`config.mk`:
```
export PLATFORM = sky130hd
export DESIGN_NAME = uart_rx_frame_ctrl
export DESIGN_NICKNAME = d
export VERILOG_FILES = /design/src/rtl/uart_rx_frame_ctrl.sv
export SDC_FILE = /design/constraint.sdc
export NUM_CORES = 1
export LEC_CHECK = 0
export ABC_AREA = 1
export BUFFER_PORTS_ARGS = -buffer_cell sky130_fd_sc_hd__buf_2
export CAP_MARGIN = 20
export CORE_UTILIZATION = 43
export CTS_CLUSTER_SIZE = 14
export DETAILED_ROUTE_END_ITERATION = 8
export PLACE_DENSITY = 0.7
export SYNTH_ARGS = -nofsm -noshare
export SYNTH_HDL_FRONTEND = slang
export SYNTH_SLANG_ARGS = --single-unit
```
`constraint.sdc`:
```
create_clock -name clk -period 2.4 [get_ports clk]
set_input_delay 0.48 -clock clk [delete_from_list [all_inputs] [get_ports clk]]
set_output_delay 0.48 -clock clk [all_outputs]
set_load 0.05 [all_outputs]
```
`src/rtl/uart_rx_frame_ctrl.sv`:
```
// ============================================================================
// uart_rx_frame_ctrl : sync hunt, frame parse and checksum-gated write burst
// Rev 1.0
// ============================================================================
`default_nettype none

module uart_rx_frame_ctrl #(
  parameter logic [7:0] SYNC_BYTE    = 8'hA5,
  parameter int         MAX_LEN      = 16,
  parameter int         TIMEOUT_CLKS = 100000
) (
  input  logic       clk,
  input  logic       rst_n,
  input  logic [7:0] rx_data,
  input  logic       rx_valid,
  output logic       wr_valid,
  input  logic       wr_ready,
  output logic [7:0] wr_addr,
  output logic [7:0] wr_data,
  output logic       frame_done,
  output logic       frame_err,
  output logic [1:0] err_code,
  output logic       rx_drop,
  output logic       busy
);

  localparam int IW = $clog2(MAX_LEN + 1);
  localparam int AW = (MAX_LEN > 1) ? $clog2(MAX_LEN) : 1;
  localparam int TW = $clog2(TIMEOUT_CLKS + 1);

  localparam logic [1:0] c_ERR_LEN = 2'd1;
  localparam logic [1:0] c_ERR_CHK = 2'd2;
  localparam logic [1:0] c_ERR_TMO = 2'd3;

  typedef enum logic [2:0] {
    S_IDLE  = 3'd0,
    S_ADDR  = 3'd1,
    S_LEN   = 3'd2,
    S_DATA  = 3'd3,
    S_CHK   = 3'd4,
    S_WRITE = 3'd5
  } state_t;

  state_t        state_q, state_d;
  logic [7:0]    base_q, base_d;
  logic [IW-1:0] len_q, len_d;
  logic [IW-1:0] idx_q, idx_d;
  logic [7:0]    chk_q, chk_d;
  logic [TW-1:0] tmo_q, tmo_d;
  logic          wr_valid_q, wr_valid_d;
  logic [7:0]    wr_addr_q, wr_addr_d;
  logic [7:0]    wr_data_q, wr_data_d;
  logic          frame_done_q, frame_done_d;
  logic          frame_err_q, frame_err_d;
  logic [1:0]    err_code_q, err_code_d;
  logic          rx_drop_q, rx_drop_d;
  logic          busy_q, busy_d;

  logic [7:0]    pbuf_q [MAX_LEN];
  logic          w_buf_we;
  logic [IW-1:0] w_idx_inc;
  logic          w_timed;
  logic          w_timeout;

  assign w_idx_inc = idx_q + IW'(1);
  assign w_timed   = (state_q == S_ADDR) || (state_q == S_LEN) ||
                     (state_q == S_DATA) || (state_q == S_CHK);
  // A byte on the expiry cycle takes priority over the abort.
  assign w_timeout = w_timed && !rx_valid && (tmo_q == TW'(TIMEOUT_CLKS - 1));

  always_comb begin
    state_d      = state_q;
    base_d       = base_q;
    len_d        = len_q;
    idx_d        = idx_q;
    chk_d        = chk_q;
    tmo_d        = (rx_valid || !w_timed) ? '0 : tmo_q + TW'(1);
    wr_valid_d   = wr_valid_q;
    wr_addr_d    = wr_addr_q;
    wr_data_d    = wr_data_q;
    frame_done_d = 1'b0;
    frame_err_d  = 1'b0;
    err_code_d   = err_code_q;
    rx_drop_d    = 1'b0;
    w_buf_we     = 1'b0;

    case (state_q)
      S_IDLE: begin
        if (rx_valid && (rx_data == SYNC_BYTE)) state_d = S_ADDR;
      end
      S_ADDR: begin
        if (rx_valid) begin
          base_d  = rx_data;
          chk_d   = rx_data;
          state_d = S_LEN;
        end
      end
      S_LEN: begin
        if (rx_valid) begin
          if ((rx_data == 8'd0) || (rx_data > 8'(MAX_LEN))) begin
            frame_err_d = 1'b1;
            err_code_d  = c_ERR_LEN;
            state_d     = S_IDLE;
          end else begin
            chk_d   = chk_q ^ rx_data;
            len_d   = rx_data[IW-1:0];
            idx_d   = '0;
            state_d = S_DATA;
          end
        end
      end
      S_DATA: begin
        if (rx_valid) begin
          w_buf_we = 1'b1;
          chk_d    = chk_q ^ rx_data;
          idx_d    = w_idx_inc;
          if (w_idx_inc == len_q) state_d = S_CHK;
        end
      end
      S_CHK: begin
        if (rx_valid) begin
          if (rx_data == chk_q) begin
            wr_valid_d = 1'b1;
            wr_addr_d  = base_q;
            wr_data_d  = pbuf_q[0];
            idx_d      = '0;
            state_d    = S_WRITE;
          end else begin
            frame_err_d = 1'b1;
            err_code_d  = c_ERR_CHK;
            state_d     = S_IDLE;
          end
        end
      end
      S_WRITE: begin
        rx_drop_d = rx_valid;
        if (wr_valid_q && wr_ready) begin
          if (w_idx_inc == len_q) begin
            wr_valid_d   = 1'b0;
            frame_done_d = 1'b1;
            state_d      = S_IDLE;
          end else begin
            idx_d     = w_idx_inc;
            wr_addr_d = base_q + 8'(w_idx_inc);
            wr_data_d = pbuf_q[w_idx_inc[AW-1:0]];
          end
        end
      end
      default: state_d = S_IDLE;
    endcase

    if (w_timeout) begin
      frame_err_d = 1'b1;
      err_code_d  = c_ERR_TMO;
      state_d     = S_IDLE;
    end

    busy_d = (state_d != S_IDLE);
  end

  always_ff @(posedge clk or negedge rst_n) begin
    if (!rst_n) begin
      state_q      <= S_IDLE;
      base_q       <= '0;
      len_q        <= '0;
      idx_q        <= '0;
      chk_q        <= '0;
      tmo_q        <= '0;
      wr_valid_q   <= 1'b0;
      wr_addr_q    <= '0;
      wr_data_q    <= '0;
      frame_done_q <= 1'b0;
      frame_err_q  <= 1'b0;
      err_code_q   <= '0;
      rx_drop_q    <= 1'b0;
      busy_q       <= 1'b0;
    end else begin
      state_q      <= state_d;
      base_q       <= base_d;
      len_q        <= len_d;
      idx_q        <= idx_d;
      chk_q        <= chk_d;
      tmo_q        <= tmo_d;
      wr_valid_q   <= wr_valid_d;
      wr_addr_q    <= wr_addr_d;
      wr_data_q    <= wr_data_d;
      frame_done_q <= frame_done_d;
      frame_err_q  <= frame_err_d;
      err_code_q   <= err_code_d;
      rx_drop_q    <= rx_drop_d;
      busy_q       <= busy_d;
    end
  end

  // Payload storage carries no reset; contents are only read after being written.
  always_ff @(posedge clk) begin
    if (w_buf_we) pbuf_q[idx_q[AW-1:0]] <= rx_data;
  end

  assign wr_valid   = wr_valid_q;
  assign wr_addr    = wr_addr_q;
  assign wr_data    = wr_data_q;
  assign frame_done = frame_done_q;
  assign frame_err  = frame_err_q;
  assign err_code   = err_code_q;
  assign rx_drop    = rx_drop_q;
  assign busy       = busy_q;

endmodule

`default_nettype wire
```
==> results.sh, run 1 <==
export IMPL_drv_slew=0
export IMPL_portBuffers=34
export IMPL_h_tree_depth=4
export IMPL_period_needed_ns=2.19
export IMPL_synth_seq_area_share_pct=60.8
export IMPL_synth_warnings=0
export IMPL_antenna_found_initial=0
export IMPL_rr_worst_depth=9
export IMPL_drt_initial_drc_count=530
export IMPL_grt_remaining_overflow=0
export IMPL_ant_nets=0
export IMPL_area_sequential_mm2=0.00557
export IMPL_cts_setup_buffers=0
export IMPL_period_share_pct=91.2
export IMPL_syn_nets=902
export IMPL_async_flop_share_pct=35.0
export IMPL_wirelength_mm=21.1
export IMPL_netlist_area_mm2=0.00916
export IMPL_hold_viol=0
export IMPL_status="completed"
export IMPL_tightest_slew_ns=0.416
export IMPL_hpwl_mm=13.9
export IMPL_ys_top_cells_by_count="149 x nor2_1, 128 x edfxtp_1, 127 x nand2_1"
export IMPL_clkLatencyLatePin_ns=0.44
export IMPL_cp_start_kind="register"
export IMPL_ys_flop_type="edfxtp_1"
export IMPL_critPathSlowestCell="dfrtp_2"
export IMPL_multi_input_area_mm2=0.00316
export IMPL_min_path_type="in2reg"
export IMPL_grt_pass1_wl_mm=33.6
export IMPL_fmax_mhz=457
export IMPL_worstPathMaxFanout=37
export IMPL_crit_cells=9
export IMPL_rsz0062_at_grt="false"
export IMPL_max_slew_margin_pct=72.2
export IMPL_utilization_pct=50.1
export IMPL_ys_types=44
export IMPL_nets=971
export IMPL_cts_sinks=197
export IMPL_p_per_area_mw_per_mm2=821
export IMPL_required_ns=2.78
export IMPL_max_cap_viol_count=0
export IMPL_synth_top_area_share_pct=42.0
export IMPL_clkTransAtPathRegs_ns=0.08
export IMPL_finalSetupViolCount=0
export IMPL_wire_per_inst_um=17.1
export IMPL_grt_pass1_vias=6109
export IMPL_yosysMostFrequentCell="nor2_1"
export IMPL_fp_dieH_um=148
export IMPL_synthCells=879
export IMPL_syn_area_per_cell_um2=10.4
export IMPL_p_leak_nw=4.13
export IMPL_crit_chain="inv_2 -> buf_4 -> buf_4 -> nor2_1 -> o211ai_1 -> nand3_1 -> nand2_1 -> mux2i_1 -> o21ai_2"
export IMPL_hold_depth=3
export IMPL_tns_ns=0
export IMPL_placed_cell_area_mm2=0.00987
export IMPL_grt_max_degree=59
export IMPL_crit_top_cell="buf_4"
export IMPL_synth_area_leaders="edfxtp_1 42%, dfrtp_1 19%, nor2_1 6.1%"
export IMPL_critPathMaxStageDelay_ns=0.44
export IMPL_cts_tree="done"
export IMPL_routed_via_density=5.31
export IMPL_cts_path_max_buffers=2
export IMPL_fin_worst_hold_slack_ns=0.403
export IMPL_p_total_mw=8.62
export IMPL_cts_root_buf="clkbuf_16"
export IMPL_rows=53
export IMPL_crit_type="reg2reg"
export IMPL_num_io_pins=35
export IMPL_postLayoutCellArea_mm2=0.0105
export IMPL_fp_dieW_um=148
export IMPL_end_kind="register"
export IMPL_skew_ns=0.0165
export IMPL_vias=6565
export IMPL_syn_to_final_growth_pct=14.7
export IMPL_gp_congestion=0.850
export IMPL_crit_family="buffers and inverters"
export IMPL_numCtsBuffers=17
export IMPL_core_region_area_mm2=0.0210
export IMPL_peakVddDrop_mv=0.498
export IMPL_fillers=1862
export IMPL_firstDrtPassIters=7
export IMPL_synth_top_area_cell="edfxtp_1"
export IMPL_ys_ff_latch=197
export IMPL_die_area_mm2=0.0219
export IMPL_drive_gt1_share_pct=19.4
export IMPL_start_util_pct=43.7
export IMPL_track_usage_pct=20.3
export IMPL_drc_errors=0
export IMPL_synth_edf_count=128
export IMPL_arrival_ns=2.57
export IMPL_num_antenna_cells=0
export IMPL_critPathBufInv=3
-- power breakdown --
part           internal, mW  switching [mW]
clock                  1.58            1.37
combinational         0.558            1.10
sequential             3.84           0.176
total                  5.97            2.65
-- cells in the final DEF (no fill, tap or decap), drive strengths merged, types with 2 or more instances in the layout --
cell and instances:
nor2 154, nand2 148, edfxtp 128, o21ai 112, buf 82, dfrtp 69, inv 66, o211ai 42
nand3 39, clkbuf 20, a21oi 17, nor3 14, nand4 10, ha 10, xnor2 9, mux2i 9
o21a 7, clkinv 6, xor2 4, nand3b 3, nor4 3, and2 2
-- cells by family after synthesis --
| logic type | Yosys count | synth area share [%] |
|---|---|---|
| AOI/OAI and AO/OA | 181 | 12.2 |
| xor gates and xnor gates | 13 | 1.24 |
| adders and majority gates | 11 | 1.58 |
| buffers and inverters | 94 | 4.74 |
| DFF | 197 | 60.8 |
| muxes | 9 | 0.984 |
| and+or+nand+nor | 374 | 18.4 |
-- tightest hold or removal path, stage by stage --
cell and delay [ns]:
buf_2 0.16, inv_1 0.08, o21ai_0 0.08
-- final timing paths --
check	slack [ns]	start	endpoint
max reg2reg	0.21	idx_q[0]	wr_data[6]
min in group asynchronous	0.48	rst_n	wr_addr[3]
max	0.21	idx_q[0]	wr_data[6]
min	0.40	rx_data[3]	len_q[3]
min reg2reg	0.47	tmo_q[0]	tmo_q[0]
max in group asynchronous	1.34	rst_n	idx_q[0]
-- final cells by class --
class                      count  area share (%)
multi-input combinational    588            30.1
sequential                   197            53.0
tap                          275            3.28
clock inverter                12            1.49
timing repair buffer          83            5.50
clock buffer                  20            4.44
inverter                      61            2.18
-- sequential cells by signal, summed over array words and instances, names as in the netlist --
name,flops
busy,1
idx_q,5
state_q,3
rx_drop,1
err_code,2
len_q,5
base_q,8
wr_data,8
frame_done,1
wr_addr,8
frame_err,1
chk_q,8
wr_valid,1
pbuf_q,128
tmo_q,17
-- metal layers --
metal / global-route usage [%] / vias up / share of wire [%]
li1: - / 3174 / -
met4: 6.13 / 0 / 1.9
met5: 0 / - / 0
met1: 27.7 / 3156 / 45
met2: 33.1 / 203 / 49
met3: 3.49 / 32 / 4.6
-- repair_timing --
| action | CTS | global route |
|---|---|---|
| resized for setup | 0 | 1 |
| endpoints found under the setup margin | 0 | 1 |
| hold buffers | 1 | 0 |
| hold endpoints to repair | 11 | 0 |
-- stage by stage --
| step | cells | setup WS (ns) |
|---|---|---|
| after floorplan | 879 | 0.0494 |
| after global placement | 1203 | 0.245 |
| after detailed placement | 1203 | 0.204 |
| after CTS | 1236 | 0.203 |
| after global routing | 1236 | 0.0215 |
| final | 1236 | 0.210 |
(Power assumes the default switching activity.)
==> run 2: changes to the inputs <==
- PLACE_DENSITY: 0.7 -> 0.68
- clock period: 2.4 -> 2.7 ns (I/O delays scaled with it)
==> results.sh, run 2 (same netlist as run 1, synthesis figures left out) <==
export IMPL_required_ns=3.02
export IMPL_wl_met1_mm=9.02
export IMPL_p_leak_nw=4.11
export IMPL_finalSetupViolCount=0
export IMPL_nets=971
export IMPL_ant_nets=0
export IMPL_worstPathMaxFanout=24
export IMPL_vias=6581
export IMPL_p_int_mw=5.29
export IMPL_fp_dieH_um=148
export IMPL_drive_gt1_share_pct=19.1
export IMPL_grt_max_degree=60
export IMPL_fp_dieW_um=148
export IMPL_seqPwrFrac_pct=47.2
export IMPL_grt_pass1_vias=6472
export IMPL_num_antenna_cells=0
export IMPL_drt_initial_drc_count=442
export IMPL_hold_path_startpoint="rx_data[3]"
export IMPL_dp_cells=1203
export IMPL_period_needed_ns=2.29
export IMPL_crit_family="flip-flops"
export IMPL_h_tree_depth=4
export IMPL_largest_register_ffs=128
export IMPL_most_common_layout_cells="149 x nor2_1, 128 x edfxtp_1, 127 x nand2_1, 92 x o21ai_0, 68 x dfrtp_1"
export IMPL_comb_power_share_pct=19.1
export IMPL_gp_congestion=0.836
export IMPL_arrival_ns=2.60
export IMPL_core_region_area_mm2=0.0210
export IMPL_p_per_area_mw_per_mm2=725
export IMPL_fmax_mhz=437
export IMPL_critPathSlowestCell="dfrtp_1"
export IMPL_cp_startpoint="idx_q[1]"
export IMPL_hold_viol=0
export IMPL_num_io_pins=35
export IMPL_crit_chain="inv_1 -> ha_2 -> buf_4 -> nor2_1 -> o21ai_0 -> o211ai_1 -> nand3_1 -> nand2_1 -> mux2i_1 -> o21ai_2"
export IMPL_rows=53
export IMPL_cts_tree="done"
export IMPL_routed_via_density=5.32
export IMPL_end_kind="register"
export IMPL_max_cap_viol_count=0
export IMPL_wl_met2_mm=10.7
export IMPL_rsz0062_at_grt="false"
export IMPL_p_total_mw=7.58
export IMPL_power_switching_mw=2.29
export IMPL_finalNonFillerCells=1236
export IMPL_skew_ns=0.0139
export IMPL_antenna_found_initial=0
export IMPL_tightest_slew_ns=0.580
export IMPL_met3_length_mm=1.01
export IMPL_clkPwrFrac_pct=33.7
export IMPL_cts_sinks=197
export IMPL_syn_to_final_growth_pct=14.2
export IMPL_crit_type="reg2reg"
export IMPL_crit_cells=10
export IMPL_grt_pass1_wl_mm=34.2
export IMPL_numCtsBuffers=17
export IMPL_hold_depth=3
export IMPL_drc_errors=0
export IMPL_rr_worst_depth=10
export IMPL_start_util_pct=43.7
export IMPL_cts_repair_resized=0
export IMPL_grt_remaining_overflow=0
export IMPL_cts_path_max_buffers=2
export IMPL_pre_cts_slack_ns=0.408
export IMPL_cts_root_buf="clkbuf_16"
export IMPL_portBuffers=34
export IMPL_critPathBufInv=2
export IMPL_die_area_mm2=0.0219
export IMPL_p_sw_share_pct=30.2
export IMPL_period_share_pct=84.7
export IMPL_utilization_pct=49.9
export IMPL_hpwl_mm=14.1
export IMPL_r2r_start="idx_q[1]"
export IMPL_final_common_cell="nor2_1"
export IMPL_max_slew_margin_pct=61.2
export IMPL_status="completed"
export IMPL_top_layer="met4"
export IMPL_peakVddDrop_mv=0.461
export IMPL_postLayoutSetupSlackWorst_ns=0.413
export IMPL_track_usage_pct=20.8
export IMPL_tns_ns=0
export IMPL_critPathMaxStageDelay_ns=0.43
export IMPL_min_path_type="in2reg"
export IMPL_drv_slew=0
export IMPL_firstDrtPassIters=5
export IMPL_r2r_slack_ns=0.41
export IMPL_clkLatencyLatePin_ns=0.44
export IMPL_cp_start_kind="register"
export IMPL_clkTransAtPathRegs_ns=0.07
export IMPL_wire_per_inst_um=17.3
export IMPL_wirelength_mm=21.4
## run 2: power groups by stage
stage | Sequential, mW | Clock (mW) | Combinational [mW]
final | 3.57 | 2.56 | 1.45
after detailed placement | 3.63 | 0 | 1.44
after global routing | 3.60 | 2.71 | 1.63
after CTS | 3.57 | 2.59 | 1.46
after global placement | 3.63 | 0 | 1.43
after floorplan | 3.72 | 0 | 0.980
## run 2: worst paths after layout
kind,end
setup / recovery,wr_data[7]
hold / removal,chk_q[3]
setup reg to reg,wr_data[7]
min in group asynchronous,wr_data[2]
max in group asynchronous,idx_q[0]
hold reg to reg,tmo_q[0]
## run 2: area by class of cell
cell class,count,area (µm²)
Fill cell,1909,10500
Sequential cell,197,5570
Multi-Input combinational cell,588,3160
Timing Repair Buffer,83,566
Clock buffer,18,429
Tap cell,275,344
Inverter,61,229
Clock inverter,14,164
## run 2: per-layer routing
| metal | vias up | global-route usage, % |
|---|---|---|
| met4 | 0 | 10.1 |
| met1 | 3158 | 25.8 |
| met2 | 186 | 34.8 |
| met3 | 55 | 4.01 |
| li1 | 3182 | - |
| met5 | - | 0 |
## run 2: through the flow
stage | hold slack, ns | cell area [µm²]
floorplan | 0.244 | 9160
global route | 0.450 | 10500
global placement | 0.439 | 9860
detailed placement | 0.442 | 9860
CTS | 0.431 | 10500
finish | 0.445 | 10500
## run 2: worst min-delay path, cell delays in order
cell and delay [ns]:
buf_2 0.12, o211ai_1 0.10, o21ai_0 0.08
## run 2: repair_timing
| item | CTS | global route |
|---|---|---|
| buffers inserted | 0 | 0 |
| endpoints found under the hold margin | 10 | 0 |
| endpoints found under the setup margin | 0 | 0 |
| hold buffers | 1 | 0 |
